[config.mk]
export PLATFORM = sky130hd
export DESIGN_NAME = bcd_convert_sched
export DESIGN_NICKNAME = d
export VERILOG_FILES = /design/src/rtl/bcd_convert_sched.sv
export SDC_FILE = /design/constraint.sdc
export NUM_CORES = 1
export LEC_CHECK = 0
export ABC_CLOCK_PERIOD_IN_PS = 5700
export CAP_MARGIN = 20
export CORE_MARGIN = 5
export CORE_UTILIZATION = 45
export DETAILED_ROUTE_END_ITERATION = 8
export MAX_ROUTING_LAYER = met4
export PLACE_DENSITY = 0.81
export SLEW_MARGIN = 10
export SYNTH_ARGS = -nofsm -noshare
export SYNTH_HDL_FRONTEND = slang
export SYNTH_SLANG_ARGS = --single-unit
[constraint.sdc]
create_clock -name clk -period 5.7 [get_ports clk]
set_input_delay 1.14 -clock clk [delete_from_list [all_inputs] [get_ports clk]]
set_output_delay 1.14 -clock clk [all_outputs]
set_load 0.01 [all_outputs]
[src/rtl/bcd_convert_sched.sv]
// Shared binary-to-BCD engine: four requesters arbitrated round-robin onto one
// iterative shift-add-3 datapath; results are clamped to SAT_VALUE and channel-tagged.
module bcd_convert_sched #(
   parameter int WIDTH     = 14,
   parameter int SAT_VALUE = 9999
) (
   input  logic                 clk,
   input  logic                 rst_n,
   input  logic [3:0]           req,
   input  logic [4*WIDTH-1:0]   bin_in,
   output logic [3:0]           ack,
   output logic                 busy,
   output logic [15:0]          bcd_out,
   output logic [1:0]           bcd_ch,
   output logic                 bcd_valid,
   output logic                 bcd_ovf
);

   localparam int               CNT_W     = $clog2(WIDTH);
   localparam logic [WIDTH-1:0] SAT       = WIDTH'(SAT_VALUE);
   localparam logic [CNT_W-1:0] LAST_ITER = CNT_W'(WIDTH - 1);

   typedef enum logic {IDLE, SHIFT} state_t;

   state_t           state, state_next;
   logic [1:0]       last, grant, idx;
   logic             grant_vld, start, done;
   logic [3:0]       ack_next;
   logic [WIDTH-1:0] bin_sel, load_val, sh;
   logic             load_ovf, ovf;
   logic [15:0]      acc, acc_adj, acc_next;
   logic [CNT_W-1:0] cnt;

   // Round-robin search starts just after the last winner.
   always_comb begin
      // NOTE: every combinational output gets a default first so no path infers a latch.
      grant_vld = 1'b0;
      grant     = last;
      idx       = last;
      for (int i = 1; i <= 4; i++) begin
         idx = last + 2'(i);
         if (!grant_vld && req[idx]) begin
            grant_vld = 1'b1;
            grant     = idx;
         end
      end
   end

   // One double-dabble step: adjust all nibbles in parallel, then shift in the next MSB.
   always_comb begin
      acc_adj = '0;
      for (int n = 0; n < 4; n++) begin
         acc_adj[n*4 +: 4] = (acc[n*4 +: 4] >= 4'd5) ? acc[n*4 +: 4] + 4'd3 : acc[n*4 +: 4];
      end
      acc_next = {acc_adj[14:0], sh[WIDTH-1]};
   end

   // State register
   always_ff @(posedge clk or negedge rst_n) begin
      // NOTE: sequential state uses non-blocking assignments so all registers update together.
      if (!rst_n) state <= IDLE;
      else        state <= state_next;
   end

   // Next-state logic
   always_comb begin
      state_next = state;
      case (state)
         IDLE:    if (grant_vld) state_next = SHIFT;
         SHIFT:   if (cnt == LAST_ITER) state_next = IDLE;
         default: state_next = IDLE;
      endcase
   end

   // Output / control decode
   always_comb begin
      start    = (state == IDLE) && grant_vld;
      done     = (state == SHIFT) && (cnt == LAST_ITER);
      ack_next = start ? (4'b0001 << grant) : 4'b0000;
      bin_sel  = bin_in[grant*WIDTH +: WIDTH];
      load_ovf = bin_sel > SAT;
      load_val = load_ovf ? SAT : bin_sel;
   end

   always_ff @(posedge clk or negedge rst_n) begin
      // NOTE: the datapath is only a handful of flops, so all of it is reset; an abort leaves no stale state.
      if (!rst_n) begin
         last      <= 2'd3;
         sh        <= '0;
         ovf       <= 1'b0;
         acc       <= '0;
         cnt       <= '0;
         ack       <= '0;
         busy      <= 1'b0;
         bcd_out   <= '0;
         bcd_ch    <= '0;
         bcd_valid <= 1'b0;
         bcd_ovf   <= 1'b0;
      end else begin
         ack       <= ack_next;
         bcd_valid <= done;
         if (start) begin
            last <= grant;
            sh   <= load_val;
            ovf  <= load_ovf;
            acc  <= '0;
            cnt  <= '0;
            busy <= 1'b1;
         end else if (state == SHIFT) begin
            acc <= acc_next;
            sh  <= {sh[WIDTH-2:0], 1'b0};
            cnt <= cnt + CNT_W'(1);
         end
         if (done) begin
            bcd_out <= acc_next;
            bcd_ch  <= last;
            bcd_ovf <= ovf;
            busy    <= 1'b0;
         end
      end
   end

endmodule

After elaboration in Yosys (flattened, before gate mapping)
Cells that the tools add are included.
Widths: inputs -> output; s select.
{"block": "op_classes", "addsub": 8, "mul": 1, "magnitude_cmp": 9, "eq_ne": 1, "n_shift": 2, "n_mux": 33, "n_bitwise": 1, "n_reduce_logical": 10}
{"cell": "$shiftx 56x7->14", "count": 1}
{"cell": "$mux 14", "count": 3}
{"cell": "$mux 16", "count": 2}
{"cell": "$mux 4", "count": 6}
{"cell": "$ge 4x3->1 const B", "count": 4}
{"cell": "$gt 14x14->1 const B", "count": 1}
{"cell": "$add 4x2->4 const B", "count": 3}
{"cell": "$lt 2x3->1 const B", "count": 4}
{"cell": "$mux 1", "count": 12}
{"cell": "$bmux 1 s2", "count": 4}
{"cell": "$mux 2", "count": 4}
{"cell": "$logic_and 1x1->1", "count": 5}
{"cell": "$mul 2x3->5 const B", "count": 1}
{"cell": "$add 2x2->2 const B", "count": 2}
{"cell": "$add 4x1->4 const B", "count": 1}
{"cell": "$eq 4x4->1 const B", "count": 1}
{"cell": "$reduce_bool 2->1", "count": 2}
{"cell": "$shl 1x2->4 const A", "count": 1}
{"cell": "$add 3x2->3 const B", "count": 1}
{"cell": "$logic_not 1->1", "count": 3}
{"cell": "$mux 3", "count": 1}
{"cell": "$add 2x1->2 const B", "count": 1}
{"cell": "$pmux 1 s2", "count": 1}
{"cell": "$not 1->1", "count": 1}
{"block": "totals", "regBits": 63, "out_inout_bits": 25, "elab_cells": 77}

Longest topological paths before layout
Gate-level depths: netlist of the first run.
{"block": "logic_depth", "depth_word": 18, "ltp_mapped": 10, "mapped_depth_nobuf": 8}

Worst setup path after synthesis of the first run
No wires, ideal clock.
{"block": "synth_timing", "kind": "input to register", "startpoint": "in req[2]", "endpoint": "reg sh[0]", "setup_time_ns": 0.087, "arrival_ns": 3.045, "required_ns": 5.613, "setup_slack_ns": 2.568, "stages": 10, "path_cell_list": "nor2_1 > o32ai_1 > or3_1 > buf_6 > buf_8 > mux2i_1 > mux2_4 > nor4_4 > a211oi_2 > a211oi_2"}
{"block": "synth_via", "elab_chain_len": 17}
{"element": "from (decl)", "line": "9", "rtl": "input logic [3:0] req,"}
{"element": "$bmux 1 s2", "line": "42", "rtl": "if (!grant_vld && req[idx]) begin"}
{"element": "$mux 1 (not written as such)", "line": "42"}
{"element": "$mux 1", "line": "42"}
{"element": "$logic_not 1->1", "line": "42"}
{"element": "$logic_and 1x1->1", "line": "42"}
{"element": "$mux 1", "line": "42"}
{"element": "$logic_not 1->1", "line": "42"}
{"element": "$logic_and 1x1->1", "line": "42"}
{"element": "$mux 1", "line": "42"}
{"element": "$logic_not 1->1", "line": "42"}
{"element": "$logic_and 1x1->1", "line": "42"}
{"element": "$mux 2", "line": "42"}
{"element": "$mul 2x3->5", "line": "80", "rtl": "bin_sel = bin_in[grant*WIDTH +: WIDTH];"}
{"element": "$shiftx 56x7->14", "line": "80"}
{"element": "$gt 14x14->1", "line": "81", "rtl": "load_ovf = bin_sel > SAT;"}
{"element": "$mux 14", "line": "82", "rtl": "load_val = load_ovf ? SAT : bin_sel;"}
{"element": "$mux 14", "line": "102", "rtl": "if (start) begin"}
{"element": "to (signal assigned)", "line": "104", "rtl": "sh <= load_val;"}
{"element": "to (signal assigned)", "line": "111", "rtl": "sh <= {sh[WIDTH-2:0], 1'b0};"}
{"element": "to (decl)", "line": "29", "rtl": "logic [WIDTH-1:0] bin_sel, load_val, sh;"}
Several ways; a longest one is shown, not always the timed one. The select of a mux whose other input is x is not followed.
A chain may end at the register's enable or synchronous reset.

Worst setup path in the final report of the first run
Same ends and word-level chain as after synthesis.

==> reports/results.tsv, run 1 <==
metric	value	unit
via_count	2966	
grt_pass1_wl	13.67	mm
comb_power_share	51.6	%
fill_cells	682	
fp.dieArea	9737	um2
grt_pass1_vias	3084	
dpl.hpwl	5.665	mm
synthDistinctLibCells	45	
tightest_slew	1077	ps
cp.arrival	4200	ps
antenna_found_initial	0	
grtUsageMet2	28.81	%
total_power	2341	uW
setup_ws	1749	ps
max_cap_violations	0	
ant_nets	0	
synth-main-ff-cell	dfrtp_1	
grt_setup_unrepaired	false	
start_util	46.03	%
drc	0	
finalNetCount	536	
grt_overflow_total	0	
multi_input_area	1810	um2
p_sw	922.9	uW
pre_cts_ws	1390	ps
diodes	0	
slew_headroom	28.18	%
postCtsSetupBuffers	0	
syn_area	3538	um2
status	completed	
clk_pin_slew	60	ps
tns	0	ps
busiest_layer	met2	
io_buffers	86	
layout.cells.non_filler	571	
powerDensity	503.9	nW/um2
path_class	input pin to register	
cp-end-kind	register	
cp_num_buf_inv	2	
use_met1	21.29	%
hold_buffers	0	
drive_above_1_share	9.382	%
ios	87	
chipWidth	98.68	um
seqPwrFrac	33.0	%
fp-row-count	32	
first_pass_iters	4	
cts-resized-gates	0	
area_growth	31.29	%
avgViaCountPerCell	5.194	
synth_seq_cells	63	
wirelength	7.808	mm
cts_max_level	3	
yosysWarnings	0	
cp-start-kind	input pin	
cp_cell_sequence	clkdlybuf4s50_1, inv_1, o32ai_1, or3_1, mux2i_1, mux2_4, nor4_4, a211oi_2, a211oi_2	
place_congestion	0.8361	
clock_skew	9.698	ps
syn_inst	383	
cts_made_buffers	9	
dr.first_iter.drc_count	109	
synth_edf_count	0	
fin_crit	3951	ps
dieHeight	98.68	um
insertion_delay	340	ps
synth_nets	455	
p_leak	0.002145	uW
period_share	69.32	%
crit_slowest_cell	or3_1	
slew_violations	0	
setup_viol	0	
final-seq-area	1580	um2
clock-sinks	63	
crit_path_frequent_cell	a211oi_2	
async_reset_ff_share	100.0	%
wl_per_cell	13.67	um
cp_max_fo	23	
cpLargestDelayFamily	simple AND/OR/NAND/NOR gates	
fp.coreArea	7687	um2
finalHoldViolCount	0	
grtUsageMet3	3.963	%
ys_seq_area_share	44.63	%
pwr-share-clk	15.5	%
required	5950	ps
switching_share	39.43	%
fmaxAchievable	253.1	MHz
peakVddDrop	198.4	uV
ctsRootBufferMaster	clkbuf_8	
p_int	1418	uW
cpPeakStageDelay	880	ps
placed_cells	555	
hp-class	register to register	
clk_path_buf_depth	2	
track_usage	17.39	%
syn_area_per_cell	9.239	um2
cts_tree	done	
grt_max_degree	64	
-- cell families after synthesis --
logic type,count (synthesis),synth area share (%)
DFF,63,44.63
AOI/OAI and AO/OA,77,14.57
and+or+nand+nor,153,19.66
buffers and inverters,34,4.384
muxes,40,11.74
xor gates and xnor gates,6,1.485
adders and majority gates,10,3.536
-- per-layer routing --
metal  part of all wire [%]  up-vias
met3                    6.1        6
met1                     46     1384
met5                      0        -
met4                   0.87        0
li1                       -     1483
met2                     47       93
-- layout by cell type (no fill, tap or decap), types with 3 or more instances in the layout --
cell type        count
dfrtp_1             60
o21a_1               3
nor3b_1             10
nand2b_1             6
mux2i_1             31
buf_4                6
a311oi_1             3
nor2_1              33
o31ai_1              5
nand2_1             80
ha_1                10
clkdlybuf4s50_1     85
o31ai_2              3
a31oi_1              4
a21oi_1             23
o21ai_0             24
nor3_1               4
inv_1               11
a21o_1               3
nand3_1              5
and3_1               4
xnor2_1              5
clkbuf_8             9
mux2_2               8
clkinv_2             4
-- Yosys cell counts (2+ instances only) --
cell type	instances	area share (%)
buf_6	2	0.64
nand2b_1	6	1.1
o21ai_0	24	3.4
a211oi_2	2	0.71
xnor2_1	5	1.2
a32o_1	2	0.57
nor2b_1	2	0.35
nor3_1	4	0.57
nand4_1	2	0.35
a21oi_1	23	3.3
a311oi_1	3	0.74
or2b_1	2	0.42
dfstp_2	2	1.5
and3_1	4	0.71
dfrtp_1	61	43
clkbuf_1	17	1.8
inv_1	11	1.2
a31oi_1	4	0.71
nand3_1	5	0.71
mux2i_1	31	8.8
nand2_1	80	8.5
nor2_1	33	3.5
ha_1	10	3.5
o31ai_1	5	1.1
o21a_1	3	0.64
mux2_2	8	2.5
o31ai_2	3	1.1
nor3b_1	10	2.1
a21o_1	3	0.64
-- stage by stage --
stage	hold slack, ps	util [%]	area, um2
after floorplan	439.4	-	3538
after global placement	458.0	58.07	4464
after detailed placement	464.4	58.07	4464
after CTS	479.9	60.43	4646
after global routing	493.0	60.43	4646
final	473.2	60.43	4646
-- flip-flops by register name, indices dropped and copies added, names as in the netlist --
signal / count
cnt: 4
state: 1
acc: 16
last: 2
ovf: 1
bcd_out: 16
sh: 14
bcd_ch: 2
busy: 1
bcd_valid: 1
ack: 4
bcd_ovf: 1
-- power by group through the flow --
stage / registers [uW] / clock network (uW) / logic, uW
4_1_cts: 772 / 372 / 1220
3_5_place_dp: 779 / 0 / 1210
6_report: 771 / 363 / 1210
5_1_grt: 797 / 392 / 1360
3_3_place_gp: 770 / 0 / 1160
2_1_floorplan: 780 / 0 / 855
-- layout make-up --
class | count | area share (%)
inverters | 12 | 0.9696
flip-flops and latches | 63 | 34.02
well taps | 102 | 2.747
multi-input cells | 286 | 38.97
clock inverters | 5 | 1.077
clock buffers | 11 | 2.828
repair buffers | 92 | 19.39
-- worst paths after layout --
kind | cells past startpoint | end | slack, ps | start
worst max-delay path | 9 | sh[0] | 1750 | req[2]
worst min register to register | 2 | bcd_out[5] | 470 | bcd_out[5]
worst max register to register | 8 | sh[0] | 2510 | last[0]
max in group asynchronous | 2 | state | 4170 | rst_n
min in group asynchronous | 2 | bcd_out[12] | 970 | rst_n
worst min-delay path | 2 | bcd_out[5] | 470 | bcd_out[5]
-- tightest hold or removal path: stages, from the launching register on --
cell	delay, ps
dfrtp_1	340
nand2_1	50
nand2_1	50
(Power assumes the default switching activity.)
==> run 2: changes to the inputs <==
--- a/config.mk
+++ b/config.mk
@@ -5,7 +5,7 @@
 export SDC_FILE = /design/constraint.sdc
 export NUM_CORES = 1
 export LEC_CHECK = 0
-export ABC_CLOCK_PERIOD_IN_PS = 5700
+export ABC_CLOCK_PERIOD_IN_PS = 3690
 export CAP_MARGIN = 20
 export CORE_MARGIN = 5
 export CORE_UTILIZATION = 45
==> constraint.sdc (replaced) <==
create_clock -name clk -period 3.69 [get_ports clk]
set_input_delay 0.738 -clock clk [delete_from_list [all_inputs] [get_ports clk]]
set_output_delay 0.738 -clock clk [all_outputs]
set_load 0.01 [all_outputs]
==> run 2 against run 1 <==
Effect of this change: via count grew 0.30%; highest routed layer unchanged; wire length up 1.8%; largest cell class unchanged; critical endpoint unchanged; critical path type unchanged; power grew 53%.
==> reports/results.tsv, run 2 (synthesis gave the netlist of run 1 again) <==
metric	value	unit
via_count	2975	
io_buffers	86	
clock_skew	3.691	ps
p_leak	0.002139	uW
drive_above_1_share	8.936	%
final_common_cell	clkdlybuf4s50_1	
hold_depth	2	
wl_per_cell	13.89	um
pre_cts_ws	307.3	ps
comb_power_share	52.4	%
clock-sinks	63	
tns	0	ps
postCtsSetupBuffers	0	
worstHoldStart	bcd_out[1]	
crit_path_frequent_cell	a211oi_2	
powerDensity	771.5	nW/um2
hold_buffers	0	
cpPeakStageDelay	470	ps
r2r_setup_slack	1010	ps
p_sw	1423	uW
cp.arrival	3290	ps
insertion_delay	330	ps
max_cap_violations	0	
tightest_slew	776.4	ps
cp_max_fo	30	
cts-resized-gates	0	
ant_nets	0	
ctsRootBufferMaster	clkbuf_8	
setup_ws	651.1	ps
grt_pass1_vias	2963	
hp-class	register to register	
ios	87	
start_util	46.03	%
path_class	input pin to register	
hold_end	bcd_out[1]	
area_growth	31.29	%
period_share	82.36	%
cts_tree	done	
placed_cells	556	
fp.dieArea	9737	um2
r2r_cells	9	
grt_max_degree	64	
grt_setup_unrepaired	false	
first_pass_iters	4	
place_congestion	0.8014	
cts_made_buffers	9	
fill_cells	682	
required	3940	ps
cp-start-kind	input pin	
reg_top3	acc (16), bcd_out (16), sh (14)	
peakVddDrop	294.8	uV
avgViaCountPerCell	5.201	
switching_share	39.71	%
cts_max_level	3	
status	completed	
pwr-share-clk	14.3	%
diodes	0	
seqPwrFrac	33.3	%
dieHeight	98.68	um
grt_pass1_wl	13.76	mm
track_usage	17.88	%
clk_path_buf_depth	2	
cp-end-kind	register	
cp_cell_sequence	clkdlybuf4s50_1, nor2_1, o32ai_1, or3_1, buf_12, mux2i_1, mux2_4, nor4_4, a211oi_2, a211oi_2	
finalNetCount	537	
dpl.hpwl	5.858	mm
fp.coreArea	7687	um2
grt_overflow_total	0	
drc	0	
slew_violations	0	
fmaxAchievable	329.1	MHz
hold_slack	473.5	ps
wirelength	7.945	mm
crit_slowest_cell	clkdlybuf4s50_1	
fp-row-count	32	
setup_viol	0	
rr_startpoint	last[1]	
layout.cells.non_filler	572	
fin_crit	3039	ps
antenna_found_initial	0	
final_cell_mix	85 x clkdlybuf4s50_1, 80 x nand2_1, 60 x dfrtp_1	
finalHoldViolCount	0	
dr.first_iter.drc_count	109	
slew_headroom	48.12	%
timing.rr.end	sh[0]	
clk_pin_slew	60	ps
p_int	2161	uW
chipWidth	98.68	um
total_power	3584	uW
-- run 2: layout make-up --
| cell class | instances | area (um2) | area share (%) |
|---|---|---|---|
| sequential | 63 | 1580 | 34.02 |
| multi-input combinational | 286 | 1810 | 38.97 |
| timing repair buffer | 93 | 920.9 | 19.82 |
| clock buffer | 15 | 156.4 | 3.367 |
| inverter | 12 | 45.04 | 0.9696 |
| clock inverter | 1 | 5.005 | 0.1077 |
| tap | 102 | 127.6 | 2.747 |
-- run 2: worst max-delay path by stage --
stage	cells after the start	start	slack, ps	to
finish	10	req[2]	650	sh[0]
global route	10	req[2]	490	sh[0]
CTS	10	req[2]	660	sh[0]
detailed placement	10	req[2]	310	sh[0]
global placement	10	req[2]	400	sh[0]
floorplan	10	req[2]	960	sh[0]
-- run 2: metrics by stage --
step                      utilization [%]  instance area, um2
after floorplan                         -                3538
after CTS                           60.43                4646
after detailed placement            58.33                4484
final                               60.43                4646
after global routing                60.43                4646
after global placement              58.33                4484
-- run 2: power groups by stage --
stage                     combinational (uW)  clock, uW  sequential, uW
after floorplan                         1320          0            1210
after global placement                  1820          0            1190
after detailed placement                1890          0            1200
after CTS                               1900        524            1200
after global routing                    2100        552            1240
final                                   1880        511            1190
-- run 2: critical path, delay by kind of cell --
family | cells | cell delay [ps]
and+or+nand+nor | 3 | 950
buffers and inverters | 2 | 660
AOI/OAI and AO/OA | 3 | 490
muxes | 2 | 440
-- run 2: per-layer routing --
| metal | up-vias | share of wire [%] | global-route usage (%) |
|---|---|---|---|
| met1 | 1383 | 44 | 21.70 |
| met3 | 13 | 5.1 | 3.468 |
| met5 | - | 0 | - |
| li1 | 1483 | - | - |
| met2 | 96 | 49 | 29.64 |
| met4 | 0 | 1.7 | 6.618 |
